$ cat config.mk
export PLATFORM = sky130hd
export DESIGN_NAME = softmax_seq_ctrl
export DESIGN_NICKNAME = d
export VERILOG_FILES = /design/src/rtl/softmax_seq_ctrl.sv
export SDC_FILE = /design/constraint.sdc
export NUM_CORES = 1
export LEC_CHECK = 0
export BUFFER_PORTS_ARGS = -buffer_cell sky130_fd_sc_hd__buf_2
export CAP_MARGIN = 10
export CORE_MARGIN = 4
export CORE_UTILIZATION = 40
export DETAILED_ROUTE_END_ITERATION = 10
export GPL_TIMING_DRIVEN = 1
export SLEW_MARGIN = 0
export SYNTH_ARGS = -nofsm -noshare
export SYNTH_HDL_FRONTEND = slang
export SYNTH_SLANG_ARGS = --single-unit
$ cat constraint.sdc
create_clock -name clock_i -period 4.5 [get_ports clock_i]
set_clock_uncertainty 0.1 [all_clocks]
set_input_delay 0.9 -clock clock_i [delete_from_list [all_inputs] [get_ports clock_i]]
set_output_delay 0.9 -clock clock_i [all_outputs]
set_load 0.01 [all_outputs]
$ cat src/rtl/softmax_seq_ctrl.sv
// rtl/softmax_seq_ctrl.sv - sequencer for one softmax vector pass (load, exp/accumulate, divide)
//
// Purpose: counts the input stream into the shared buffer, then walks every
// element through the shared exp unit (pulsing the accumulator on each result)
// and then through the shared divider (flagging each output element). All
// indices and handshakes live here; the datapath units are stateless.
//
// Ports:
//   clock_i, reset_i            clock, synchronous active-high reset
//   start_i                     begin a pass (honoured only in IDLE/ERROR)
//   data_valid_i                stream element present
//   wr_en_o, wr_addr_o          buffer write
//   exp_req_o, exp_idx_o        exp unit request / index
//   exp_ack_i                   exp result valid
//   acc_en_o, acc_clr_o         accumulator enable / clear
//   div_req_o, div_idx_o        divider request / index
//   div_ack_i                   divider result valid
//   out_valid_o, out_idx_o      softmax output element valid / index
//   busy_o, done_o, err_o       pass in progress, completion pulse, sticky timeout
module softmax_seq_ctrl #(
    parameter int NUMBER_OF_DATA = 10,
    parameter int IDX_W          = 8,
    parameter int TIMEOUT        = 64
) (
    input  logic             clock_i,
    input  logic             reset_i,
    input  logic             start_i,
    input  logic             data_valid_i,
    output logic             wr_en_o,
    output logic [IDX_W-1:0] wr_addr_o,
    output logic             exp_req_o,
    output logic [IDX_W-1:0] exp_idx_o,
    input  logic             exp_ack_i,
    output logic             acc_en_o,
    output logic             acc_clr_o,
    output logic             div_req_o,
    output logic [IDX_W-1:0] div_idx_o,
    input  logic             div_ack_i,
    output logic             out_valid_o,
    output logic [IDX_W-1:0] out_idx_o,
    output logic             busy_o,
    output logic             done_o,
    output logic             err_o
);
    localparam int WAIT_W = $clog2(TIMEOUT + 1);
    localparam logic [IDX_W-1:0]  LAST_IDX  = IDX_W'(NUMBER_OF_DATA - 1);
    localparam logic [WAIT_W-1:0] WAIT_LAST = WAIT_W'(TIMEOUT - 1);

    typedef enum logic [2:0] {
        IDLE, LOAD, EXP_ISSUE, EXP_WAIT, DIV_ISSUE, DIV_WAIT, DONE, ERROR
    } state_t;

    state_t            state, next_state;
    logic [IDX_W-1:0]  idx, idx_next;
    logic [IDX_W-1:0]  load_cnt, load_cnt_next;
    logic [WAIT_W-1:0] wait_cnt, wait_cnt_next;

    logic             wr_en_d, exp_req_d, acc_en_d, acc_clr_d, div_req_d, out_valid_d;
    logic             busy_d, done_d, err_d;
    logic [IDX_W-1:0] wr_addr_d, exp_idx_d, div_idx_d, out_idx_d;

    // The request is visible during the first WAIT cycle; an ack in that same
    // cycle is too early to be a response, so it is not counted.
    logic exp_ack_ok, div_ack_ok, wait_expired;
    assign exp_ack_ok   = exp_ack_i && !exp_req_o;
    assign div_ack_ok   = div_ack_i && !div_req_o;
    // This cycle's missing ack would bring the counter to TIMEOUT.
    assign wait_expired = (wait_cnt == WAIT_LAST);

    always_ff @(posedge clock_i) begin
        if (reset_i) begin
            state       <= IDLE;
            idx         <= '0;
            load_cnt    <= '0;
            wait_cnt    <= '0;
            wr_en_o     <= 1'b0;
            wr_addr_o   <= '0;
            exp_req_o   <= 1'b0;
            exp_idx_o   <= '0;
            acc_en_o    <= 1'b0;
            acc_clr_o   <= 1'b0;
            div_req_o   <= 1'b0;
            div_idx_o   <= '0;
            out_valid_o <= 1'b0;
            out_idx_o   <= '0;
            busy_o      <= 1'b0;
            done_o      <= 1'b0;
            err_o       <= 1'b0;
        end else begin
            state       <= next_state;
            idx         <= idx_next;
            load_cnt    <= load_cnt_next;
            wait_cnt    <= wait_cnt_next;
            wr_en_o     <= wr_en_d;
            wr_addr_o   <= wr_addr_d;
            exp_req_o   <= exp_req_d;
            exp_idx_o   <= exp_idx_d;
            acc_en_o    <= acc_en_d;
            acc_clr_o   <= acc_clr_d;
            div_req_o   <= div_req_d;
            div_idx_o   <= div_idx_d;
            out_valid_o <= out_valid_d;
            out_idx_o   <= out_idx_d;
            busy_o      <= busy_d;
            done_o      <= done_d;
            err_o       <= err_d;
        end
    end

    always_comb begin
        next_state    = state;
        idx_next      = idx;
        load_cnt_next = load_cnt;
        wait_cnt_next = wait_cnt;
        case (state)
            IDLE, ERROR: begin
                if (start_i) begin
                    next_state    = LOAD;
                    idx_next      = '0;
                    load_cnt_next = '0;
                end
            end
            LOAD: begin
                if (data_valid_i) begin
                    if (load_cnt == LAST_IDX) begin
                        next_state = EXP_ISSUE;
                        idx_next   = '0;
                    end else begin
                        load_cnt_next = load_cnt + 1'b1;
                    end
                end
            end
            EXP_ISSUE: begin
                wait_cnt_next = '0;
                next_state    = EXP_WAIT;
            end
            EXP_WAIT: begin
                if (exp_ack_ok) begin
                    if (idx == LAST_IDX) begin
                        next_state = DIV_ISSUE;
                        idx_next   = '0;
                    end else begin
                        next_state = EXP_ISSUE;
                        idx_next   = idx + 1'b1;
                    end
                end else if (wait_expired) begin
                    next_state = ERROR;
                end else begin
                    wait_cnt_next = wait_cnt + 1'b1;
                end
            end
            DIV_ISSUE: begin
                wait_cnt_next = '0;
                next_state    = DIV_WAIT;
            end
            DIV_WAIT: begin
                if (div_ack_ok) begin
                    if (idx == LAST_IDX) begin
                        next_state = DONE;
                    end else begin
                        next_state = DIV_ISSUE;
                        idx_next   = idx + 1'b1;
                    end
                end else if (wait_expired) begin
                    next_state = ERROR;
                end else begin
                    wait_cnt_next = wait_cnt + 1'b1;
                end
            end
            DONE:    next_state = IDLE;
            default: next_state = IDLE;
        endcase
    end

    // Handshake outputs follow the current state by one cycle; status outputs
    // (busy/done/err/clear) are aligned with the state being entered.
    always_comb begin
        wr_en_d     = (state == LOAD) && data_valid_i;
        wr_addr_d   = wr_en_d ? load_cnt : wr_addr_o;
        exp_req_d   = (state == EXP_ISSUE);
        exp_idx_d   = exp_req_d ? idx : exp_idx_o;
        acc_en_d    = (state == EXP_WAIT) && exp_ack_ok;
        acc_clr_d   = ((state == IDLE) || (state == ERROR)) && start_i;
        div_req_d   = (state == DIV_ISSUE);
        div_idx_d   = div_req_d ? idx : div_idx_o;
        out_valid_d = (state == DIV_WAIT) && div_ack_ok;
        out_idx_d   = out_valid_d ? idx : out_idx_o;
        busy_d      = !((next_state == IDLE) || (next_state == ERROR));
        done_d      = (next_state == DONE);
        err_d       = (next_state == ERROR);
    end
endmodule

==> metrics.md <==
| Metric | Value |
|---|---|
| Outcome | `complete, no violations` |
| Largest net degree at the start of global routing | `50` |
| Classification of the worst setup path | `reg2reg` |
| Core footprint | `7250 um^2` |
| Total CTS buffers | `9` |
| Reg2Reg Launch Point | `idx[0]` |
| Syn_nets | `360` |
| Clock latency of the later-clocked register in the worst-skew pair | `340 ps` |
| Total of max-cap violations | `0` |
| HP Start | `wait_cnt[6]` |
| First-pass GRT wire length | `11700 um` |
| Most frequent CP cell | `sky130_fd_sc_hd__a21oi_1` |
| Maximum resistive drop on vdd | `139 uV` |
| Critical Path, Cell by Cell | `ha_1 -> nor4b_1 -> nand2_1 -> a21oi_1 -> or4_1 -> a21oi_1` |
| Proportion of synthesized flip-flops having asynchronous set or reset | `0%` |
| Power density over cell area | `343 nW/um^2` |
| Leakage power figure | `1.36 nW` |
| Distinct cells, synth | `49` |
| Clk root buf | `sky130_fd_sc_hd__clkbuf_8` |
| CP startpoint kind | `register` |
| Clock period minus final worst setup slack | `2660 ps` |
| Post-Synthesis Cells | `349` |
| Total standard cell area after synthesis | `2980 um^2` |
| First-pass iteration count of the detailed router | `4` |
| Antenna diodes | `0` |
| End of the worst hold path | `wait_cnt[6]` |
| Maximum achievable frequency | `376 MHz` |
| Final routed wire length divided by cell count | `14.2 um` |
| Estimated wirelength of the detail-placed design | `4780 um` |
| Hold violation count in the final report | `0` |
| Clk pin slew, worst setup/hold paths | `70 ps` |
| Die Outline Area | `8890 um^2` |
| Synthesized area divided by synthesized cell count | `8.53 um^2` |
| Combinational cell fraction of total power | `4.7%` |
| Ranking of synthesized cells by area | `sky130_fd_sc_hd__dfxtp_1, sky130_fd_sc_hd__nand2_1, sky130_fd_sc_hd__a21oi_1` |
| TritonCTS clock tree | `done` |
| Net count, final | `401` |
| Cts repair resizes | `0` |
| Growth of design area from synthesis to finish | `16.5%` |
| Most common library cells after synthesis | `sky130_fd_sc_hd__dfxtp_1, sky130_fd_sc_hd__nand2_1, sky130_fd_sc_hd__a21oi_1` |
| Chip width | `94.3 um` |
| Count of antenna-violating nets left after detailed routing | `0` |
| Slew @ Worst Pin | `969 ps` |
| Dominant cell type by area after synthesis | `sky130_fd_sc_hd__dfxtp_1` |
| Port Buf Inserts | `46` |
| Pins over their slew limit | `0` |
| Number of cells on the worst reg-to-reg path | `6` |
| Critical path's largest stage delay | `810 ps` |
| Proportion of power drawn by the clock network | `44.4%` |
| Placer Congestion | `0.806` |
| DR DRC count | `0` |
| Part of the power in registers | `50.9%` |
| Number of levels in the clock H-tree | `3` |
| Global Route Usage Sum | `16.8%` |
| Via count of the first global-routing pass | `2464` |
| NetSw | `0.260 mW` |
| Routed wire length | `7010 um` |
| CP arrival | `2770 ps` |
| Class of the most critical hold timing path | `reg2reg` |
| Top Ports | `47` |
| EDFF count, synth | `0` |
| Worst-path fanout max | `16` |
| Maximum count of clock buffers along a single path | `2` |
| Kind of capture point of the worst setup path | `register` |
| Congestion Overflow GR | `0` |
| Starting utilization of the core area | `41.1%` |
| Number of cells on the worst hold path | `2` |
| YS warnings | `0` |
| Finish-stage setup viols | `0` |
| Synth Register Bits | `67` |
| Final core area utilization | `47.8%` |
| Fraction of the cycle the final worst path needs | `59.1%` |
| Summed negative setup slack over all endpoints | `0 ps` |
| Hold-fix buffers, CTS | `0` |
| Dominant cell by count in the synthesized netlist | `sky130_fd_sc_hd__dfxtp_1` |
| Number of core rows | `31` |
| Worst path required time | `4610 ps` |
| Unrepaired setup endpoints after global routing | `no` |
| Post-DR vias/cell | `5.30` |
| Die height | `94.3 um` |
| Share of cells above drive strength 1 | `17.3%` |
| Violation count after the first detailed-route iteration | `77` |
| Worst slew margin | `35.4%` |
| Slowest cell on the critical path | `sky130_fd_sc_hd__a21oi_1` |
| Routed via count | `2612` |
| Clock sink count | `67` |
| Sequential fraction of the synthesis area | `45.0%` |
| Cell internal power dissipation | `0.931 mW` |
| Number of buffers inserted by post-CTS setup repair | `0` |
| Share of total power consumed by net switching | `21.8%` |
| Top FF cell, synth | `sky130_fd_sc_hd__dfxtp_1` |
| Proportion of netlist area held by the largest area contributor | `45.0%` |
| Flop2flop setup slack | `1840 ps` |
| Number of antenna violations at the first check in global routing | `0` |
| Worst r2r dst | `idx[3]` |
[state kept, by name (all words and copies together), names as in the netlist, 3 cells and up]
signal and count:
wait_cnt 7, load_cnt 8, exp_idx_o 8, state 3, div_idx_o 8, idx 8
out_idx_o 8, wr_addr_o 8
[worst max-delay path, delay by kind of cell (launching register included)]
kind	cells	cell delay (ps)
AO/OA/AOI/OAI	2	880
adder cells (fa/ha/maj)	1	200
flip-flops	1	460
AND/OR/NAND/NOR	3	880
[power by group through the flow]
stage / logic, mW / clock network, mW / registers (mW)
floorplan: 0.0453 / 0 / 0.616
global route: 0.0629 / 0.566 / 0.607
detailed placement: 0.0556 / 0 / 0.620
CTS: 0.0562 / 0.543 / 0.606
global placement: 0.0554 / 0 / 0.620
finish: 0.0558 / 0.528 / 0.606
[kinds of logic after synthesis]
| kind of cell | share of synthesized area [%] |
|---|---|
| AOI/OAI and AO/OA | 20.0 |
| xor gates and xnor gates | 1.76 |
| adders and majority gates | 2.10 |
| buffers and inverters | 3.66 |
| DFF | 45.0 |
| muxes | 3.74 |
| and+or+nand+nor | 23.7 |
[layout by cell type (no fill, tap or decap), drive strengths merged, types with 5 or more instances in the layout]
cell type | synthesis | routed
or4 | 6 | 6
and3 | 9 | 9
ha | 5 | 5
nand2b | 7 | 7
clkbuf | 12 | 14
nor2 | 28 | 28
buf | 5 | 47
inv | 7 | 7
o211ai | 7 | 7
o21ai | 20 | 20
a21oi | 40 | 40
nand2 | 57 | 57
nand3 | 10 | 10
mux2i | 10 | 10
dfxtp | 67 | 67
xor2 | 6 | 6
o31ai | 6 | 6
[worst max path at each step]
stage / endpoint / start / slack, ps
finish: idx[3] / idx[0] / 1840
detailed placement: idx[6] / idx[0] / 1950
floorplan: idx[3] / exp_ack_i / 2330
CTS: idx[3] / idx[0] / 1870
global placement: busy_o / state[0] / 1940
global route: idx[3] / idx[0] / 1540
[cell type report]
type | instances | area (um^2)
fill | 744 | 3780
clock inverter | 1 | 30.0
timing repair buffer | 47 | 238
clock buffer | 14 | 183
sequential | 67 | 1340
tap | 99 | 124
inverter | 7 | 26.3
multi-input combinational | 258 | 1530
[stage by stage]
| stage | total power, mW | std cells | setup slack [ps] | cell area [um^2] | hold slack [ps] |
|---|---|---|---|---|---|
| final | 1.19 | 493 | 1840 | 3470 | 329 |
| after global routing | 1.24 | 493 | 1540 | 3470 | 353 |
| after CTS | 1.21 | 493 | 1870 | 3470 | 330 |
| after detailed placement | 0.676 | 478 | 1950 | 3260 | 320 |
| after global placement | 0.675 | 478 | 1940 | 3260 | 315 |
| after floorplan | 0.661 | 349 | 2330 | 2980 | 307 |
[per-layer routing]
layer	vias up	track usage (%)	routed length, um	share of wire, %
met5	-	0	0	0
met4	0	7.34	111	1.6
met3	11	4.09	285	4.1
met2	54	27.8	3280	47
met1	1218	20.8	3330	47
li1	1329	-	-	-
No activity file was read; power rests on OpenSTA's default activity.
